[src/rtl/fetch_stage.sv]
// Instruction-fetch stage: owns the PC, drives the instruction-memory handshake
// and presents a registered IF/ID slot plus a one-cycle inst_resp load pulse.
module fetch_stage #(
    parameter logic [31:0] RESET_PC = 32'h0000_0060,
    parameter logic [31:0] NOP      = 32'h0000_0013
) (
    input  logic        clk,
    input  logic        rst,
    input  logic        stall,
    input  logic        redirect,
    input  logic [31:0] redirect_pc,
    input  logic        imem_resp,
    input  logic [31:0] imem_rdata,
    output logic        imem_read,
    output logic [31:0] imem_addr,
    output logic        inst_resp,
    output logic        if_valid,
    output logic [31:0] if_pc,
    output logic [31:0] if_inst
);

    typedef enum logic [1:0] {FETCH, HOLD, KILL} state_t;

    state_t      state_q, state_d;
    logic [31:0] pc_q, pc_d;
    logic [31:0] pend_inst_q, pend_inst_d;
    logic [31:0] kill_addr_q, kill_addr_d;
    logic        if_valid_d;
    logic [31:0] if_pc_d;
    logic [31:0] if_inst_d;
    logic        inst_resp_d;

    // KILL keeps presenting the abandoned address until memory completes it.
    assign imem_read = (state_q != HOLD) && !rst;
    assign imem_addr = (state_q == KILL) ? kill_addr_q : pc_q;

    always_comb begin
        state_d     = state_q;
        pc_d        = pc_q;
        pend_inst_d = pend_inst_q;
        kill_addr_d = kill_addr_q;
        if_valid_d  = if_valid;
        if_pc_d     = if_pc;
        if_inst_d   = if_inst;
        inst_resp_d = 1'b0;

        case (state_q)
            FETCH: begin
                if (stall) begin
                    if (imem_resp) begin
                        pend_inst_d = imem_rdata;
                        state_d     = HOLD;
                    end
                end else begin
                    if_valid_d = 1'b0;
                    if_inst_d  = NOP;
                    if (redirect) begin
                        pc_d = redirect_pc;
                        if (!imem_resp) begin
                            kill_addr_d = pc_q;
                            state_d     = KILL;
                        end
                    end else if (imem_resp) begin
                        if_valid_d  = 1'b1;
                        if_inst_d   = imem_rdata;
                        if_pc_d     = pc_q;
                        inst_resp_d = 1'b1;
                        pc_d        = pc_q + 32'd4;
                    end
                end
            end

            HOLD: begin
                if (!stall) begin
                    state_d = FETCH;
                    if (redirect) begin
                        if_valid_d = 1'b0;
                        if_inst_d  = NOP;
                        pc_d       = redirect_pc;
                    end else begin
                        if_valid_d  = 1'b1;
                        if_inst_d   = pend_inst_q;
                        if_pc_d     = pc_q;
                        inst_resp_d = 1'b1;
                        pc_d        = pc_q + 32'd4;
                    end
                end
            end

            KILL: begin
                if (!stall) begin
                    if_valid_d = 1'b0;
                    if_inst_d  = NOP;
                    if (redirect) pc_d = redirect_pc;
                end
                if (imem_resp) state_d = FETCH;
            end

            default: state_d = FETCH;
        endcase
    end

    always_ff @(posedge clk) begin
        if (rst) begin
            state_q     <= FETCH;
            pc_q        <= RESET_PC;
            pend_inst_q <= 32'd0;
            kill_addr_q <= RESET_PC;
            if_valid    <= 1'b0;
            if_pc       <= 32'd0;
            if_inst     <= NOP;
            inst_resp   <= 1'b0;
        end else begin
            state_q     <= state_d;
            pc_q        <= pc_d;
            pend_inst_q <= pend_inst_d;
            kill_addr_q <= kill_addr_d;
            if_valid    <= if_valid_d;
            if_pc       <= if_pc_d;
            if_inst     <= if_inst_d;
            inst_resp   <= inst_resp_d;
        end
    end

endmodule

[config.mk]
export PLATFORM = sky130hd
export DESIGN_NAME = fetch_stage
export DESIGN_NICKNAME = d
export VERILOG_FILES = /design/src/rtl/fetch_stage.sv
export SDC_FILE = /design/constraint.sdc
export NUM_CORES = 1
export LEC_CHECK = 0
export CAP_MARGIN = 20
export CORE_MARGIN = 2
export CORE_UTILIZATION = 50
export DETAILED_ROUTE_END_ITERATION = 8
export GPL_ROUTABILITY_DRIVEN = 0
export PLACE_DENSITY = 0.85
export SETUP_SLACK_MARGIN = 0.1
export SLEW_MARGIN = 5
export SYNTH_ARGS = -nofsm -noshare
export SYNTH_HDL_FRONTEND = slang
export SYNTH_SLANG_ARGS = --single-unit
export TNS_END_PERCENT = 50
[constraint.sdc]
create_clock -name clk -period 3.1 [get_ports clk]
set_clock_uncertainty 0.15 [all_clocks]
set_input_delay 0.62 -clock clk [delete_from_list [all_inputs] [get_ports clk]]
set_output_delay 0.62 -clock clk [all_outputs]
set_load 0.05 [all_outputs]
## After elaboration in Yosys (flattened, before gate mapping)

Index checks and enable logic that the tools add are counted.

| storage, ports and cells | value |
|---|---|
| logic and storage cells | 76 |
| input port bits | 69 |
| bits in registers | 164 |
| output and inout bits | 99 |

| operators by class | value |
|---|---|
| multiplexer cells | 39 |
| add/sub/neg operators | 1 |
| equality and inequality tests | 15 |
| bitwise operators | 2 |
| reductions and logical operators | 11 |

Operators by type and width:

| kind | number |
|---|---|
| two-way mux 32 bit | 19 |
| one-hot mux 32 bit (3 select lines) | 2 |
| one-hot mux 32 bit (2 select lines) | 1 |
| adder 32 x 3 -> 32 bit, second input constant | 1 |
| != test 2 bit, second input constant | 8 |
| two-way mux 2 bit | 6 |
| != test 3 bit, second input constant | 4 |
| AND reduction 6 bit | 2 |
| two-way mux 1 bit | 8 |
| AND reduction 4 bit | 2 |
| one-hot mux 2 bit (3 select lines) | 1 |
| AND reduction 5 bit | 1 |
| one-hot mux 1 bit (3 select lines) | 1 |
| AND reduction 3 bit | 1 |
| nonzero test 3 bit | 1 |
| equality test 2 x 1 -> 1 bit, second input constant | 1 |
| equality test 2 bit, second input constant | 1 |
| logical NOT 2 bit | 1 |
| != test 2 x 1 -> 1 bit, second input constant | 1 |
| inverter 1 bit | 2 |
| one-hot mux 1 bit (2 select lines) | 1 |
| nonzero test 2 bit | 1 |
| logical AND 1 bit | 1 |
| logical NOT 1 bit | 1 |

## Longest topological paths before layout

Gate-level depths: netlist (run 1).

| depth | value |
|---|---|
| depth after elaboration | 5 |
| gate-level depth with buffers | 10 |
| mapped depth without buffers | 7 |

## Least setup slack after synthesis (run 1)

OpenSTA, ideal clock, no wires.

| timing path | value |
|---|---|
| path kind | reg-to-output |
| from | register state_q[0] |
| to | output port imem_addr[12] |
| required time | 2.330 ns |
| cell stages (with the launch flop) | 6 |
| buffers on the path | 2 |
| data arrival time | 2.191 ns |
| path slack | 0.139 ns |
| cells stage by stage | dfxtp_1 inv_1 ha_1 buf_1 buf_1 o21ai_0 |

| between the ends | value |
|---|---|
| cells in the longest elaborated chain, start to end | 2 |

RTL lines:

| item | RTL line | RTL |
|---|---|---|
| start, declared | 24 | `state_t state_q, state_d;` |
| start signal, assigned | 114 | `state_q <= state_d;` |
| equality test 2 bit | 35 | `assign imem_addr = (state_q == KILL) ? kill_addr_q : pc_q;` |
| two-way mux 32 bit | 35 |  |
| end, declared | 15 | `output logic [31:0] imem_addr,` |

No other way between the ends.

## Worst setup path in the final report (run 1)

| timing path | value |
|---|---|
| from | register pc_q[2] |
| to | register pc_q[28] |

| between the ends | value |
|---|---|
| cells in the longest elaborated chain, start to end | 5 |
| elaborated cells on any way between the ends | 7 |
| classes of those cells | add/sub: 1; mux: 6 |

RTL lines:

| item | RTL line | RTL |
|---|---|---|
| start, declared | 25 | `logic [31:0] pc_q, pc_d;` |
| start signal, assigned | 115 | `pc_q <= pc_d;` |
| adder 32 x 3 -> 32 bit (*) | 68, 85 |  |
| two-way mux 32 bit | 63 | `end else if (imem_resp) begin` |
| two-way mux 32 bit | 57 | `if (redirect) begin` |
| two-way mux 32 bit | 49 | `if (stall) begin` |
| one-hot mux 32 bit (3 select lines) (*) | 47 | `case (state_q)` |

Mark *: on every way between the ends. The rest lies on a longest branch, timed or not. The select of a mux whose other input is x is not followed.
A chain may end at the register's enable or synchronous reset.

==> key figures, run 1 <==
Timing
  • Slew HR: 0.423
  • Final setup margin: approximately 0.39 ns
  • Worst-Margin Slew: a little under 0.9 ns
  • Final hold viol count: 0
  • Final setup fails: 0
  • Min Tclk post-route: 2.71 ns
  • Final worst path period share: 0.873
  • Fmax: 0.369 GHz
  • Fin Setup TNS: 0 ns
  • RSZ-0062 raised after global routing: false
  • Pins Over Slew Limit: 0

Logic synthesis
  • Seq/Total Area, Yosys: 0.446
  • Count of distinct cell types in the synthesized netlist: 54
  • Net Count, Synth: roughly 1,000
  • Async S/R FF share, synth: 0
  • Synth Warn #: 0
  • Synthesized area: 7360 sq um
  • Synth Instances: around 940
  • Synth Register Bits: 164
  • Avg Cell Area, Syn: ~8 sq um
  • Top_reg_cell synth: dfxtp_1
  • EDFF count, synth: 0

Global route
  • Vias in the first global route: 6,805
  • GRT Resource Usage Total: 0.267
  • First-pass GRT wire length: 34,400 um
  • Initial antenna violation count: 0
  • Global route total overflow: 0
  • Pin count of the biggest net entering global routing: 166

Final layout
  • Most frequent cells in the layout: nand2_1 (227), dfxtp_1 (164), clkdlybuf4s50_1 (133)
  • Area Overhead vs Synth: 32.2%
  • Net count, final: 1,148
  • Commonest non-fill, non-tap cell in the layout: nand2_1
  • Share of cells above drive strength 1: 0.132
  • N_diodes: 0
  • Post-route cell area: about 10000 sq um

Clock network
  • Num CTS Buffers: 17
  • Post-CTS setup buffers: 0
  • CTS tree: built
  • Latest clock arrival within the worst-skew pair: 0.43 ns
  • Clock buffer depth: 2
  • CTS root buf: clkbuf_16
  • Clock Sink Count: 164
  • H-tree levels: 4
  • Clk slew on worst S/H paths: 0.06 ns

Floorplan
  • Initial Util: 0.509
  • Ports: 168
  • FP Rows: 44
  • Die Ht: 125 um
  • Core box area: 14,500 sq um
  • Die X: 125 um
  • DIE AREA: ~16,000 sq um

Power and ir drop
  • Power Density: between 500 and 600 nW/um^2
  • Leak pwr: 0.00352 uW
  • Total power: approximately 5600 uW
  • VDD IR max: 0.410 mV

Setup path
  • R2r worst-path depth: 6
  • Critical path type: reg2reg
  • Reg2reg start: pc_q[2]$_SDFFE_PP0P_
  • Max FO, Critical Path: 9
  • Crit start category: register
  • Crit. End Element: register
  • CP Data Required Time: between 3 and 4 ns
  • WP data arrival: 2.90 ns
  • R2R setup slack: 0.39 ns
  • Worst R2R End: pc_q[28]$_SDFFE_PP0P_

Place
  • Pre-CTS setup slack: 0.384 ns
  • Placed cell area: 9170 sq um
  • Port buffer count: 167
  • Dpl hpwl: 14,000 um

Flow run
  • Max cap viols: 0

Detailed routing
  • # DRC: 0
  • First-pass DRT Iterations: 6
  • Final ANT Viol Nets: 0
  • Total number of vias: 7,343
  • Drt total wl: 21,200 um
  • DR WL/cell: about 17 um
  • Via-to-Cell Ratio: 5.78
  • Drt initial violations: 776

Hold path
  • Worst Hold Launch: if_pc[29]$_SDFFE_PP0P_
  • Hold path depth: 2
  • Worst Hold End: if_pc[29]$_SDFFE_PP0P_
  • Worst hold path type: reg2reg

Run status
  • Outcome: complete, no violations
[sequential cells by signal, summed over array words and instances, names as in the netlist]
signal,cells
pend_inst_q,32
state_q,2
kill_addr_q,32
if_inst,32
pc_q,32
if_valid,1
inst_resp,1
if_pc,32
[routing by layer]
layer,vias up,share of wire,wire length [um],global-route usage
met5,-,0,0,0
met4,0,0.021,437,0.0817
met3,37,0.088,1870,0.0852
met2,303,0.47,10000,0.429
met1,3448,0.42,8840,0.344
li1,3555,-,-,-
[synthesized netlist by cell type, types with 4 or more instances]
master	count	area [sq um]
nor2_1	62	233
inv_1	9	33.8
a21oi_1	119	596
a311oi_1	6	52.6
nand4_1	6	37.5
a221oi_1	32	280
nor4_1	4	25.0
ha_1	4	50.1
buf_2	7	35.0
o21ai_0	24	120
and3_1	7	43.8
o211ai_1	4	30.0
dfxtp_1	164	3280
a21boi_0	10	75.1
o21bai_1	4	30.0
or4_1	5	37.5
nand2_1	227	852
nor3_1	39	195
a31oi_1	15	93.8
o31ai_1	6	45.0
buf_1	5	18.8
nand3_1	23	115
clkbuf_1	75	282
mux2_2	32	360
[critical path, cell delays in order, from the launching register on]
cell and delay (ns):
dfxtp_1 0.46, ha_1 0.29, nand2_1 0.13, or4_1 0.67, nor4_1 0.48, mux2_2 0.38
o21ai_0 0.06
[kinds of logic (layout without fill, tap and decap cells)]
group	count (synthesis)	after routing	share of synthesized area
adders and majority gates	4	4	0.00680
DFF	164	164	0.446
and+or+nand+nor	395	395	0.234
buffers and inverters	99	245	0.0532
muxes	35	35	0.0530
AOI/OAI and AO/OA	244	244	0.207
[where the power goes]
| group | switching (uW) | internal, uW |
|---|---|---|
| registers | 111 | 2230 |
| clock network | 862 | 1140 |
| logic | 776 | 451 |
| total | 1750 | 3830 |
[how the worst max path moves through the flow]
| stage | end | slack [ns] | start |
|---|---|---|---|
| after global routing | pc_q[30]$_SDFFE_PP0P_ | 0.27 | pc_q[2]$_SDFFE_PP0P_ |
| final | pc_q[28]$_SDFFE_PP0P_ | 0.39 | pc_q[2]$_SDFFE_PP0P_ |
| after detailed placement | pc_q[15]$_SDFFE_PP0P_ | 0.38 | imem_resp |
| after CTS | imem_read | 0.18 | state_q[1]$_SDFFE_PP0P_ |
| after global placement | pc_q[15]$_SDFFE_PP0P_ | 0.45 | imem_resp |
| after floorplan | imem_addr[12] | 0.14 | state_q[0]$_SDFFE_PP0P_ |
[area by class of cell]
class | count | area (sq um)
inverters | 9 | 33.8
well taps | 184 | 230
multi-input cells | 678 | 3710
flip-flops and latches | 164 | 3280
clock buffers | 20 | 457
fillers | 1214 | 4750
repair buffers | 205 | 1910
clock inverters | 11 | 104
[what timing repair did]
| item | in CTS | in global routing |
|---|---|---|
| hold buffers | 0 | 0 |
| gates resized for setup | 0 | 1 |
| hold endpoints to repair | 0 | 0 |
| endpoints found under the setup margin | 0 | 1 |
[through the flow]
stage / hold WS (ns) / util / std cells
floorplan: 0.283 / - / 941
global placement: 0.288 / 0.633 / 1240
detailed placement: 0.296 / 0.633 / 1240
CTS: 0.305 / 0.672 / 1271
global route: 0.322 / 0.672 / 1271
finish: 0.303 / 0.672 / 1271
Note: power is estimated with default switching activity, not from simulation.
==> run 2, diff against run 1 <==
--- a/config.mk
+++ b/config.mk
@@ -8,9 +8,11 @@
 export CAP_MARGIN = 20
 export CORE_MARGIN = 2
 export CORE_UTILIZATION = 50
+export CTS_CLUSTER_SIZE = 10
 export DETAILED_ROUTE_END_ITERATION = 8
 export GPL_ROUTABILITY_DRIVEN = 0
 export PLACE_DENSITY = 0.85
+export REMOVE_ABC_BUFFERS = 1
 export SETUP_SLACK_MARGIN = 0.1
 export SLEW_MARGIN = 5
 export SYNTH_ARGS = -nofsm -noshare
==> constraint.sdc (replaced) <==
create_clock -name clk -period 3.1 [get_ports clk]
set_clock_uncertainty 0.15 [all_clocks]
set_input_delay 0.31 -clock clk [delete_from_list [all_inputs] [get_ports clk]]
set_output_delay 0.31 -clock clk [all_outputs]
set_load 0.05 [all_outputs]
==> key figures, run 2 (same netlist as run 1, synthesis figures left out) <==
Run status
  • Outcome: complete, no violations

Setup path
  • WP data arrival: 2.45 ns (-0.45 ns)
  • Max stage delay cell, worst path: clkdlybuf4s50_1
  • Family with the most delay on the worst path: buffers and inverters
  • Crit. Startpoint: state_q[0]$_SDFFE_PP0P_
  • R2R setup slack: 0.44 ns (+0.05 ns)
  • Reg2reg start: state_q[1]$_SDFFE_PP0P_
  • R2r worst-path depth: 8 (+2)
  • CP Data Required Time: 2.64 ns (-0.66 ns)
  • Crit start category: register
  • Peak per-stage delay on the critical path: 0.70 ns (+0.03 ns)
  • CP Cell Sequence: inv_1 > ha_2 > buf_4 > mux2_2 > clkdlybuf4s50_1
  • Crit. path cell count: 5 (-1)
  • Crit. End Element: output port
  • Max FO, Critical Path: 25 (+16)
  • Critical path type: reg2out
  • Worst R2R End: pc_q[29]$_SDFFE_PP0P_
  • CP Buf/Inv Count: 3 (+3)

Timing
  • Final worst path period share: 0.939 (+0.0653)
  • Final setup fails: 0 (unchanged)
  • Fmax: 0.344 GHz (-7.0%)
  • RSZ-0062 raised after global routing: true
  • Worst-Margin Slew: 0.818 ns (-0.0476 ns)
  • Min Tclk post-route: 2.91 ns (+0.203 ns)
  • Slew HR: 0.454 (+0.0317)
  • Final hold viol count: 0 (unchanged)
  • Pins Over Slew Limit: 0 (unchanged)

Final layout
  • Post-route cell area: 9760 sq um (+0.28%)
  • Multi-input logic area: 3710 sq um (unchanged)
  • Commonest non-fill, non-tap cell in the layout: nand2_1
  • Share of cells above drive strength 1: 0.0955 (-0.0360)
  • Area Overhead vs Synth: 32.6%
  • Register Area: 3280 sq um (unchanged)
  • Net count, final: 1,138 (-0.87%)
  • Fin util: 0.674 (+0.00190)
  • N_diodes: 0 (unchanged)
  • Non-Filler Instances: 1,262 (-0.71%)
  • Filler cells: 1,199 (-1.2%)
  • Most frequent cells in the layout: nand2_1 (227), dfxtp_1 (164), clkdlybuf4s50_1 (162)

Place
  • Dpl hpwl: 13,900 um (-1.1%)
  • Placed cells: 1,230 (-0.81%)
  • Port buffer count: 167 (unchanged)
  • Placed cell area: 9150 sq um (-0.22%)

Clock network
  • Num CTS Buffers: 17 (unchanged)
  • Clk slew on worst S/H paths: 0.06 ns (about the same)
  • Clock buffer depth: 2 (unchanged)
  • Latest clock arrival within the worst-skew pair: 0.43 ns (about the same)
  • Post-CTS setup buffers: 0 (unchanged)
  • H-tree levels: 4 (unchanged)
  • Clock Sink Count: 164 (unchanged)
  • CTS tree: built
  • CTS root buf: clkbuf_16

Detailed routing
  • Drt initial violations: 664 (-14%)
  • Drt total wl: 21,000 um (-0.87%)
  • DR WL/cell: 16.6 um (-0.16%)
  • First-pass DRT Iterations: 7 (+1)
  • Total number of vias: 7,257 (-1.2%)
  • Via-to-Cell Ratio: 5.75 (-0.47%)
  • # DRC: 0 (unchanged)
  • Final ANT Viol Nets: 0 (unchanged)

Global route
  • Pin count of the biggest net entering global routing: 118 (-29%)
  • Vias in the first global route: 6,856 (+0.75%)
  • Initial antenna violation count: 0 (unchanged)
  • GRT Resource Usage Total: 0.265 (-0.00142)
  • First-pass GRT wire length: 34,200 um (-0.52%)
  • Global route total overflow: 0 (unchanged)

Hold path
  • Hold path depth: 2 (unchanged)
  • Worst Hold End: pc_q[1]$_SDFFE_PP0P_
  • Worst Hold Launch: rst
  • Worst hold path type: in2reg

Power and ir drop
  • Power Density: 584 nW/um^2 (+1.9%)
  • VDD IR max: 0.512 mV (+25%)
  • Leak pwr: 0.00349 uW (-0.96%)

Flow run
  • Max cap viols: 0 (unchanged)

Floorplan
  • Initial Util: 0.509 (unchanged)
  • Die Ht: 125 um (unchanged)
  • DIE AREA: 15,700 sq um (unchanged)
  • Die X: 125 um (unchanged)
  • Ports: 168 (unchanged)
  • Core box area: 14,500 sq um (unchanged)
  • FP Rows: 44 (unchanged)
run 2: cell count changes in the layout (fill, tap and decap cells not counted), moves of 2 or more:
cell             before  now
dlymetal6s2s_1        1    4
buf_4                68   28
clkbuf_8              2    0
clkinv_4              1    3
buf_12                3    1
clkdlybuf4s50_1     133  162
run 2: repair_timing:
item / in CTS / in global routing
endpoints found under the setup margin: 0 / 8
endpoints found under the hold margin: 0 / 0
resized for setup: 0 / 4
hold buffers: 0 / 0
run 2: worst max path at each step:
stage,end,slack (ns)
finish,imem_addr[14],0.19
global route,imem_addr[14],0.1
CTS,imem_addr[16],0.15
detailed placement,pc_q[29]$_SDFFE_PP0P_,0.49
global placement,pc_q[29]$_SDFFE_PP0P_,0.52
floorplan,pc_q[6]$_SDFFE_PP1P_,-0.67
run 2: through the flow:
step	worst slack (ns)	power (uW)	hold slack, ns	setup TNS [ns]
global route	0.0963	5930	0.223	0
finish	0.190	5700	0.214	0
floorplan	-0.669	3100	0.229	-29.31
CTS	0.151	5720	0.200	0
detailed placement	0.485	3590	0.293	0
global placement	0.517	3580	0.287	0
run 2: power by group:
part | switching [uW] | internal [uW]
clock | 931 | 1210
sequential | 120 | 2230
combinational | 761 | 447
total | 1810 | 3890
run 2: cell type report:
class | instances | share of cell area
sequential | 164 | 0.336
timing repair buffer | 195 | 0.195
multi-input combinational | 678 | 0.380
tap | 184 | 0.0236
clock inverter | 15 | 0.0179
clock buffer | 17 | 0.0436
inverter | 9 | 0.00346
run 2: routing by layer:
layer  routed length [um]  track usage  part of all wire  up-vias
met1                 8760        0.328              0.42     3393
met5                    0            0                 0        -
li1                     -            -                 -     3545
met2                 9980        0.432              0.48      290
met3                 1900       0.0903             0.091       29
met4                  358       0.0974             0.017        0
==> run 3, diff against run 2 <==
--- a/config.mk
+++ b/config.mk
@@ -6,11 +6,11 @@
 export NUM_CORES = 1
 export LEC_CHECK = 0
 export CAP_MARGIN = 20
-export CORE_MARGIN = 2
 export CORE_UTILIZATION = 50
 export CTS_CLUSTER_SIZE = 10
 export DETAILED_ROUTE_END_ITERATION = 8
 export GPL_ROUTABILITY_DRIVEN = 0
+export MAX_ROUTING_LAYER = met4
 export PLACE_DENSITY = 0.85
 export REMOVE_ABC_BUFFERS = 1
 export SETUP_SLACK_MARGIN = 0.1
==> key figures, run 3 (same netlist as run 1, synthesis figures left out) <==
Run status
  • Outcome: complete, no violations

Setup path
  • Reg2reg start: state_q[1]$_SDFFE_PP0P_
  • Peak per-stage delay on the critical path: 0.69 ns (about the same)
  • Max stage delay cell, worst path: clkdlybuf4s50_1
  • Crit. Startpoint: state_q[0]$_SDFFE_PP0P_
  • Family with the most delay on the worst path: buffers and inverters
  • Max FO, Critical Path: 17 (-32%)
  • CP Data Required Time: 2.64 ns (about the same)
  • Crit. End Element: output port
  • WP data arrival: 2.43 ns (-0.02 ns)
  • Crit start category: register
  • CP Cell Sequence: inv_1 > ha_4 > buf_4 > mux2_2 > clkdlybuf4s50_1
  • Critical path type: reg2out
  • CP Buf/Inv Count: 3 (unchanged)

Clock network
  • CTS tree: built
  • Post-CTS setup buffers: 0 (unchanged)
  • Latest clock arrival within the worst-skew pair: 0.43 ns (about the same)
  • Clock buffer depth: 2 (unchanged)
  • Num CTS Buffers: 17 (unchanged)
  • CTS Hold Bufs: 0 (unchanged)
  • Clock Sink Count: 164 (unchanged)
  • H-tree levels: 4 (unchanged)
  • Post-CTS sizing: 8 (+8)
  • CTS root buf: clkbuf_16
  • Clk slew on worst S/H paths: 0.06 ns (about the same)

Timing
  • Slew HR: 0.568 (+0.114)
  • Final hold viol count: 0 (unchanged)
  • Final worst path period share: 0.933 (-0.00544)
  • Min Tclk post-route: 2.89 ns (-0.0169 ns)
  • Final setup margin: 0.207 ns (+0.0169 ns)
  • Final setup fails: 0 (unchanged)
  • RSZ-0062 raised after global routing: false
  • Pins Over Slew Limit: 0 (unchanged)
  • Fmax: 0.346 GHz (+0.58%)
  • Fin Setup TNS: 0 ns (unchanged)
  • Worst-Margin Slew: 0.648 ns (-0.170 ns)

Flow run
  • Max cap viols: 0 (unchanged)

Floorplan
  • FP Rows: 43 (-2.3%)
  • Ports: 168 (unchanged)
  • Die X: 123 um (-1.6%)
  • Initial Util: 0.522 (+0.0138)
  • Die Ht: 123 um (-1.6%)
  • DIE AREA: 15,200 sq um (-3.2%)
  • Core box area: 14,100 sq um (-2.6%)

Place
  • Dpl hpwl: 13,800 um (-0.76%)
  • Placed cells: 1,233 (+0.24%)
  • Pre-CTS setup slack: 0.424 ns (-0.0616 ns)
  • Port buffer count: 167 (unchanged)

Final layout
  • Area Overhead vs Synth: 33.2%
  • Filler cells: 1,157 (-3.5%)
  • Net count, final: 1,145 (+0.62%)
  • Most frequent cells in the layout: nand2_1 (227), dfxtp_1 (164), clkdlybuf4s50_1 (153)
  • Share of cells above drive strength 1: 0.0995 (+0.00399)
  • Commonest non-fill, non-tap cell in the layout: nand2_1
  • Non-Filler Instances: 1,267 (+0.40%)

Power and ir drop
  • VDD IR max: 0.475 mV (-7.2%)
  • Leak pwr: 0.00355 uW (+2.0%)
  • Power Density: 575 nW/um^2 (-1.4%)

Detailed routing
  • Top layer in use: met4
  • Drt initial violations: 620 (-6.6%)
  • Final ANT Viol Nets: 0 (unchanged)
  • # DRC: 0 (unchanged)
  • First-pass DRT Iterations: 6 (-1)
  • DR WL/cell: 16.8 um (+0.65%)
  • Met2 wire length: 10,100 um (+0.83%)
  • Routed metal-1 wirelength: 8670 um (-1.0%)
  • Via-to-Cell Ratio: 5.83 (+1.3%)
  • Drt total wl: 21,200 um (+1.1%)
  • Total number of vias: 7,383 (+1.7%)
  • WL met3: 2070 um (+8.9%)

Global route
  • GRT Resource Usage Total: 0.300 (+0.0349)
  • First-pass GRT wire length: 34,300 um (+0.32%)
  • Vias in the first global route: 6,888 (+0.47%)
  • Global route total overflow: 0 (unchanged)
  • Initial antenna violation count: 2 (+2)
  • Pin count of the biggest net entering global routing: 61 (-48%)

Hold path
  • Worst hold path type: in2reg
  • Worst Hold Launch: rst
run 3: cell types whose count changed in the layout (fill, tap and decap cells not counted), moves of 2 or more:
| cell | change |
|---|---|
| buf_4 | +6 |
| clkinvlp_4 | +3 |
| clkdlybuf4s50_1 | -9 |
| clkinv_4 | -3 |
| clkbuf_1 | +2 |
| dlygate4sd2_1 | +8 |
| inv_6 | -2 |
| diode_2 | +2 |
run 3: power breakdown:
part	internal, uW	switching (uW)	leakage, uW
clock network	1200	869	0.000261
registers	2230	110	0.00134
logic	452	775	0.00196
run 3: routing by layer:
metal | GRT usage | vias to the layer above
met1 | 0.363 | 3458
li1 | - | 3561
met4 | 0.108 | 0
met3 | 0.0858 | 41
met5 | - | -
met2 | 0.476 | 323
run 3: layout make-up:
type,instances,area [sq um],area share
multi-input cells,678,3720,0.379
clock buffers,20,447,0.0456
diodes,2,5.00,0.000510
flip-flops and latches,164,3280,0.335
clock inverters,12,131,0.0134
inverters,9,33.8,0.00345
well taps,180,225,0.0230
repair buffers,202,1960,0.200
run 3: worst paths after layout:
kind | to | slack [ns] | cells after the start
worst max-delay path | imem_addr[8] | 0.21 | 5
worst min-delay path | state_q[0]$_SDFFE_PP0P_ | 0.22 | 2
worst max register to register | pc_q[22]$_SDFFE_PP0P_ | 0.43 | 8
worst min register to register | pend_inst_q[4]$_SDFFE_PP0P_ | 0.30 | 2
run 3: metrics by stage:
stage                     total power, uW  hold slack, ns  utilization  instance area, sq um
final                                5640           0.221        0.696                  9810
after CTS                            5660           0.218        0.694                  9780
after detailed placement             3610           0.295        0.653                  9210
after floorplan                      3100           0.229            -                  7010
after global placement               3590           0.288        0.653                  9210
after global routing                 5860           0.268        0.696                  9810
run 3: worst reg2reg max path, cell delays in order, from the launching register on:
cell and delay, ns:
dfxtp_1 0.39, inv_1 0.08, ha_1 0.31, o31ai_1 0.44
o21a_1 0.22, buf_4 0.40, nand2_1 0.28, o21bai_1 0.20
a311oi_1 0.07
